## src/rtl/cdma_despreader.sv

```systemverilog
// Walsh-code despreader: correlates the summed chip stream against one code,
// builds DATA_WIDTH-bit words LSB first, and queues them in a 2-entry buffer.
// Optional feature macro: DESPREADER_ZERO_CHECK_EN (adds dout_err word tag).
module cdma_despreader #(
    parameter int DATA_WIDTH     = 8,
    parameter int CODE_WIDTH     = 8,
    parameter int LOG_CODE_WIDTH = 3,
    parameter int SUM_WIDTH      = 4,
    parameter int CODE_NUM       = 0
) (
    input  logic                  clk,
    input  logic                  rst,
    input  logic                  chan_valid,
    input  logic [SUM_WIDTH-1:0]  chan_sum,
    input  logic                  frame_start,
    output logic [DATA_WIDTH-1:0] dout,
    output logic                  dout_valid,
    input  logic                  dout_ready,
    output logic                  overflow,
`ifdef DESPREADER_ZERO_CHECK_EN
    output logic                  dout_err,
`endif
    output logic                  sync_err
);
    localparam int AW = SUM_WIDTH + LOG_CODE_WIDTH;
    localparam int BW = (DATA_WIDTH > 1) ? $clog2(DATA_WIDTH) : 1;
`ifdef DESPREADER_ZERO_CHECK_EN
    localparam int EW = DATA_WIDTH + 1;
`else
    localparam int EW = DATA_WIDTH;
`endif
    localparam logic [LOG_CODE_WIDTH-1:0] CODE_BITS = LOG_CODE_WIDTH'(CODE_NUM);
    localparam logic [LOG_CODE_WIDTH-1:0] LAST_CHIP = LOG_CODE_WIDTH'(CODE_WIDTH - 1);
    localparam logic [BW-1:0]             LAST_BIT  = BW'(DATA_WIDTH - 1);

    typedef enum logic {IDLE, ACCUM} state_t;

    state_t                     state_q, state_d;
    logic [LOG_CODE_WIDTH-1:0]  chip_cnt_q, chip_cnt_d;
    logic [BW-1:0]              bit_cnt_q, bit_cnt_d;
    logic signed [AW-1:0]       acc_q, acc_d;
    logic [DATA_WIDTH-1:0]      word_q, word_d;
    logic [EW-1:0]              head_q, head_d, tail_q, tail_d;
    logic                       head_vld_q, head_vld_d, tail_vld_q, tail_vld_d;
    logic                       overflow_q, overflow_d;
    logic                       sync_err_q, sync_err_d;
`ifdef DESPREADER_ZERO_CHECK_EN
    logic                       werr_q, werr_d, werr_base;
`endif

    logic                       start, active, push, pop, dbit;
    logic [LOG_CODE_WIDTH-1:0]  k;
    logic [BW-1:0]              b;
    logic signed [AW-1:0]       sum_ext, term, corr;
    logic [EW-1:0]              push_data;

    always_comb begin
        state_d    = state_q;
        chip_cnt_d = chip_cnt_q;
        bit_cnt_d  = bit_cnt_q;
        acc_d      = acc_q;
        word_d     = word_q;
        push       = 1'b0;
        dbit       = 1'b0;
`ifdef DESPREADER_ZERO_CHECK_EN
        werr_d     = werr_q;
`endif
        // Any qualified frame_start restarts at chip 0 of bit 0.
        start      = chan_valid && frame_start;
        active     = chan_valid && (start || state_q == ACCUM);
        sync_err_d = start && state_q == ACCUM && (chip_cnt_q != '0 || bit_cnt_q != '0);
        k          = start ? '0 : chip_cnt_q;
        b          = start ? '0 : bit_cnt_q;
        sum_ext    = {{LOG_CODE_WIDTH{chan_sum[SUM_WIDTH-1]}}, chan_sum};
        term       = (^(CODE_BITS & k)) ? -sum_ext : sum_ext;
        corr       = ((k == '0) ? '0 : acc_q) + term;
`ifdef DESPREADER_ZERO_CHECK_EN
        werr_base  = start ? 1'b0 : werr_q;
`endif
        if (active) begin
            state_d    = ACCUM;
            acc_d      = corr;
            chip_cnt_d = k + 1'b1;
            bit_cnt_d  = b;
`ifdef DESPREADER_ZERO_CHECK_EN
            werr_d     = werr_base;
`endif
            if (k == LAST_CHIP) begin
                dbit   = !corr[AW-1] && (corr != '0);
                word_d = {dbit, word_q[DATA_WIDTH-1:1]};
`ifdef DESPREADER_ZERO_CHECK_EN
                werr_d = werr_base | (corr == '0);
`endif
                if (b == LAST_BIT) begin
                    push      = 1'b1;
                    state_d   = IDLE;
                    bit_cnt_d = '0;
                end else begin
                    bit_cnt_d = b + 1'b1;
                end
            end
        end
`ifdef DESPREADER_ZERO_CHECK_EN
        push_data = {werr_d, word_d};
`else
        push_data = word_d;
`endif
    end

    // Two-register buffer: the head is the output register, so dout is a flop.
    always_comb begin
        pop        = head_vld_q && dout_ready;
        head_d     = head_q;
        head_vld_d = head_vld_q;
        tail_d     = tail_q;
        tail_vld_d = tail_vld_q;
        overflow_d = overflow_q;
        if (pop) begin
            head_d     = tail_q;
            head_vld_d = tail_vld_q;
            tail_vld_d = 1'b0;
        end
        if (push) begin
            if (!head_vld_d) begin
                head_d     = push_data;
                head_vld_d = 1'b1;
            end else if (!tail_vld_d) begin
                tail_d     = push_data;
                tail_vld_d = 1'b1;
            end else begin
                overflow_d = 1'b1;
            end
        end
    end

    always_ff @(posedge clk) begin
        if (rst) begin
            state_q    <= IDLE;
            chip_cnt_q <= '0;
            bit_cnt_q  <= '0;
            acc_q      <= '0;
            word_q     <= '0;
            head_q     <= '0;
            tail_q     <= '0;
            head_vld_q <= 1'b0;
            tail_vld_q <= 1'b0;
            overflow_q <= 1'b0;
            sync_err_q <= 1'b0;
`ifdef DESPREADER_ZERO_CHECK_EN
            werr_q     <= 1'b0;
`endif
        end else begin
            state_q    <= state_d;
            chip_cnt_q <= chip_cnt_d;
            bit_cnt_q  <= bit_cnt_d;
            acc_q      <= acc_d;
            word_q     <= word_d;
            head_q     <= head_d;
            tail_q     <= tail_d;
            head_vld_q <= head_vld_d;
            tail_vld_q <= tail_vld_d;
            overflow_q <= overflow_d;
            sync_err_q <= sync_err_d;
`ifdef DESPREADER_ZERO_CHECK_EN
            werr_q     <= werr_d;
`endif
        end
    end

    assign dout       = head_q[DATA_WIDTH-1:0];
    assign dout_valid = head_vld_q;
    assign overflow   = overflow_q;
    assign sync_err   = sync_err_q;
`ifdef DESPREADER_ZERO_CHECK_EN
    assign dout_err   = head_q[DATA_WIDTH];
`endif

endmodule

```

## config.mk

```make
export PLATFORM = sky130hd
export DESIGN_NAME = cdma_despreader
export DESIGN_NICKNAME = d
export VERILOG_FILES = /design/src/rtl/cdma_despreader.sv
export SDC_FILE = /design/constraint.sdc
export NUM_CORES = 1
export LEC_CHECK = 0
export ABC_AREA = 1
export CAP_MARGIN = 5
export CORE_ASPECT_RATIO = 0.6
export CORE_UTILIZATION = 57
export CTS_CLUSTER_DIAMETER = 50
export DETAILED_ROUTE_END_ITERATION = 12
export PLACE_DENSITY = 0.79
export SETUP_SLACK_MARGIN = 0.05
export SLEW_MARGIN = 20
export SYNTH_ARGS = -nofsm -noshare
export SYNTH_HDL_FRONTEND = slang
export SYNTH_SLANG_ARGS = --single-unit
```

## constraint.sdc

```tcl
create_clock -name clk -period 4.2 [get_ports clk]
set_input_delay 1.26 -clock clk [delete_from_list [all_inputs] [get_ports clk]]
set_output_delay 1.26 -clock clk [all_outputs]
set_load 0.02 [all_outputs]
```

==> summary.json <==
{
  "run_status": "completed",
  "synth_area_leader_cell": "sky130_fd_sc_hd__dfxtp_1",
  "cts-root-buf": "sky130_fd_sc_hd__clkbuf_8",
  "fin_area_sq_um": 2499,
  "worst_ep_required_time_ps": 4410,
  "coreArea_sq_um": 3443,
  "tritoncts": "yes",
  "transition_at_the_pin_with_the_smallest_max_transition_slack_ps": 770.3,
  "grt_use_total_pct": 25.10,
  "floorplan_die_width_um": 81.79,
  "synthMostInstantiatedCell": "sky130_fd_sc_hd__inv_1",
  "cts-hold-fix-buffers": 0,
  "reg2reg_setup_slack_ps": 1470,
  "yosys_warnings": 0,
  "drt.antenna.violating_nets": 0,
  "synth_cell_type_count": 35,
  "p_leak_uw": 0.001219,
  "slowest_stage": "sky130_fd_sc_hd__clkdlybuf4s50_1",
  "via_density_per_instance": 5.180,
  "arrival_ps": 4060,
  "clk_path_buf_depth": 2,
  "worstSetupStartpointType": "primary input",
  "register_clock_pin_slew_on_the_reported_worst_setup_and_hold_paths_ps": 90,
  "synth_area_leaders": "sky130_fd_sc_hd__dfxtp_1 39%, sky130_fd_sc_hd__inv_1 7.4%, sky130_fd_sc_hd__nand2_1 7.2%",
  "insertion_delay_ps": 300,
  "die_area_sq_um": 4079,
  "nFillCells": 292,
  "criticalPathCategory": "primary input to register",
  "synth_area_per_cell_sq_um": 7.888,
  "holdPathStages": 2,
  "finish.net_count": 320,
  "grt_remaining_overflow": 0,
  "holdCritPathClass": "register to register",
  "row_count": 16,
  "max_transition_viols_final": 0,
  "relSlewSlack_pct": 48.59,
  "grt_pass1_vias": 1689,
  "worstPathBufferInverterCount": 5,
  "layout_min_cycle_time_ps": 3849,
  "capture_instance_of_the_worst_register_to_register_path": "dout[7]$_SDFF_PP0_",
  "dieHeight_um": 49.87,
  "area_of_the_mapped_netlist_sq_um": 2177,
  "crit_family": "simple AND/OR/NAND/NOR gates",
  "dp.final_hpwl_um": 3162,
  "cell_area_reported_after_detailed_placement_sq_um": 2399,
  "global_route_wire_length_before_repair_um": 7603,
  "io_buffers": 19,
  "slowest_delay_ps": 430,
  "cp_cell_sequence": "clkdlybuf4s50_1 > nand2_2 > inv_1 > nor2_2 > inv_1 > ha_1 > nand2_1 > inv_2 > nor2_1 > ha_2 > fa_1 > or2_2 > nor2_1 > nand3_1 > nor2_1 > nand2_1 > nand3_2 > nand3_1 > nand2_1 > inv_1",
  "whs_endpoint": "acc_q[2]$_SDFFE_PP0P_",
  "syn_to_final_growth_pct": 14.77,
  "cts.htree.levels": 2,
  "finClkSkew_ps": 7.341,
  "gp_routability_congestion": 0.9147,
  "post_drt_wl_per_cell_um": 12.57,
  "final-hold-violation-count": 0,
  "power_per_cell_area_nw_per_um2": 306.2,
  "setup_slack_ps": 350.8,
  "worstRegToRegCells": 18,
  "timing.hold.worst.start": "acc_q[2]$_SDFFE_PP0P_",
  "design.portCount": 20,
  "cts_inserted_buffers": 5,
  "synth_edf_count": 0,
  "timing.final.setup_violations": 0,
  "maximum_number_of_pins_on_one_net_before_global_route_repair": 26,
  "syn-num-nets": 297,
  "worstReg2RegStart": "chip_cnt_q[0]$_SDFFE_PP0P_",
  "via_count": 1787,
  "finalWirelength_um": 4338,
  "placement.setup.worst_slack_ps": -9.893,
  "cts_num_sinks": 42,
  "post_synth_inst_count": 276,
  "final_min_period_over_clock_period_pct": 91.65,
  "antenna_cells": 0,
  "power.ir.vdd_worst_mv": 0.1885,
  "endpoint_kind": "register",
  "synth.top_cells.by_count": "43 x sky130_fd_sc_hd__inv_1, 42 x sky130_fd_sc_hd__dfxtp_1, 42 x sky130_fd_sc_hd__nand2_1",
  "post-route-drc-count": 0,
  "detail_route.iter0.violations": 95,
  "floorplan.initialDensity_pct": 63.23,
  "synth.ff_latch_count": 42,
  "synth_async_sr_flop_share_pct": 0,
  "rsz0062_at_grt": "false",
  "firstDrtPassIters": 4,
  "seq_area_frac_synth_pct": 38.62,
  "critical_path_depth": 20,
  "cap_violations": 0,
  "initial_antenna_violation_count": 0,
  "timing.fmax_mhz": 259.8,
  "synth_largest_type_area_fraction_pct": 38.62,
  "max_fanout_on_critical_path": 6,
  "synthFlopType": "sky130_fd_sc_hd__dfxtp_1",
  "drive_above_1_share_pct": 14.00
}
-- cell type report --
type                    count  area (sq um)  area share [%]
well taps                  45         56.30           2.253
flip-flops and latches     42         840.8           33.65
clock buffers               5         68.82           2.754
clock inverters             3         23.77          0.9514
repair buffers             23         220.2           8.813
inverters                  47         183.9           7.361
multi-input cells         180          1105           44.22
-- layout by cell type, fill, tap and decap left out, types with 3 or more instances in the layout --
cell type	count
sky130_fd_sc_hd__o21ai_1	4
sky130_fd_sc_hd__inv_2	3
sky130_fd_sc_hd__nor2_1	23
sky130_fd_sc_hd__buf_4	4
sky130_fd_sc_hd__mux2_2	7
sky130_fd_sc_hd__nand3_1	14
sky130_fd_sc_hd__clkbuf_8	5
sky130_fd_sc_hd__o21ai_0	15
sky130_fd_sc_hd__nand2_4	4
sky130_fd_sc_hd__inv_1	42
sky130_fd_sc_hd__mux2i_1	7
sky130_fd_sc_hd__clkdlybuf4s50_1	19
sky130_fd_sc_hd__o211ai_1	3
sky130_fd_sc_hd__nand2_1	42
sky130_fd_sc_hd__ha_1	10
sky130_fd_sc_hd__a21oi_1	28
sky130_fd_sc_hd__dfxtp_1	42
-- report_power, final --
group | internal, uW | total (uW) | switching [uW]
Clock | 119 | 268 | 149
Combinational | 32.8 | 86.4 | 53.6
Sequential | 407 | 411 | 3.57
-- layer usage --
metal  share of wire, %  up-vias  GRT usage [%]  wire, um
li1                   -      948              -         -
met3                3.7        6          7.407       160
met1                 54      797          34.40      2325
met4                1.3        0          8.480        56
met5                  0        -              0         0
met2                 41       36          37.33      1796
-- state kept, by name, indices dropped and copies added, names as in the netlist, 3 cells and up --
register,flops
dout,8
chip_cnt_q,3
bit_cnt_q,3
word_q,8
acc_q,7
tail_q,8
-- repair_timing --
item                                    in CTS  in global routing
buffers inserted                             0                  0
endpoints found under the setup margin       0                  2
resized for setup                            0                  4
-- worst register-to-register path, delay by kind of cell (launching register included) --
family	cells	cell delay (ps)
flops	1	340
buf+inv	4	260
fa+ha+maj	3	830
simple gates	11	1230
-- kinds of logic after synthesis --
kind of cell / count (synthesis) / share of synthesized area [%]
mux: 14 / 6.839
compound gates: 58 / 14.83
flops: 42 / 38.62
simple gates: 96 / 21.49
buf+inv: 54 / 10.98
fa+ha+maj: 12 / 7.241
-- worst max-delay path by stage --
stage                startpoint                     end  slack [ps]
finish               chan_valid      dout[7]$_SDFF_PP0_         350
global route         chan_valid  tail_q[7]$_SDFFE_PP0P_          70
CTS                  chan_valid      dout[7]$_SDFF_PP0_         310
detailed placement   chan_valid      dout[7]$_SDFF_PP0_         -10
global placement     chan_valid      dout[7]$_SDFF_PP0_         110
floorplan           frame_start      dout[7]$_SDFF_PP0_         640
-- through the flow --
step                std cells  TNS (ps)  utilization (%)  hold WS (ps)  total power, uW
finish                    345         0            72.57         481.2            765.2
global route              345         0            72.57         496.9            804.1
CTS                       345         0            72.35         480.0            770.5
detailed placement        337    -9.893            69.66         466.1            502.8
global placement          337         0            69.66         455.9            501.2
floorplan                 276         0                -         430.1            477.2
Note: power is estimated with default switching activity, not from simulation.
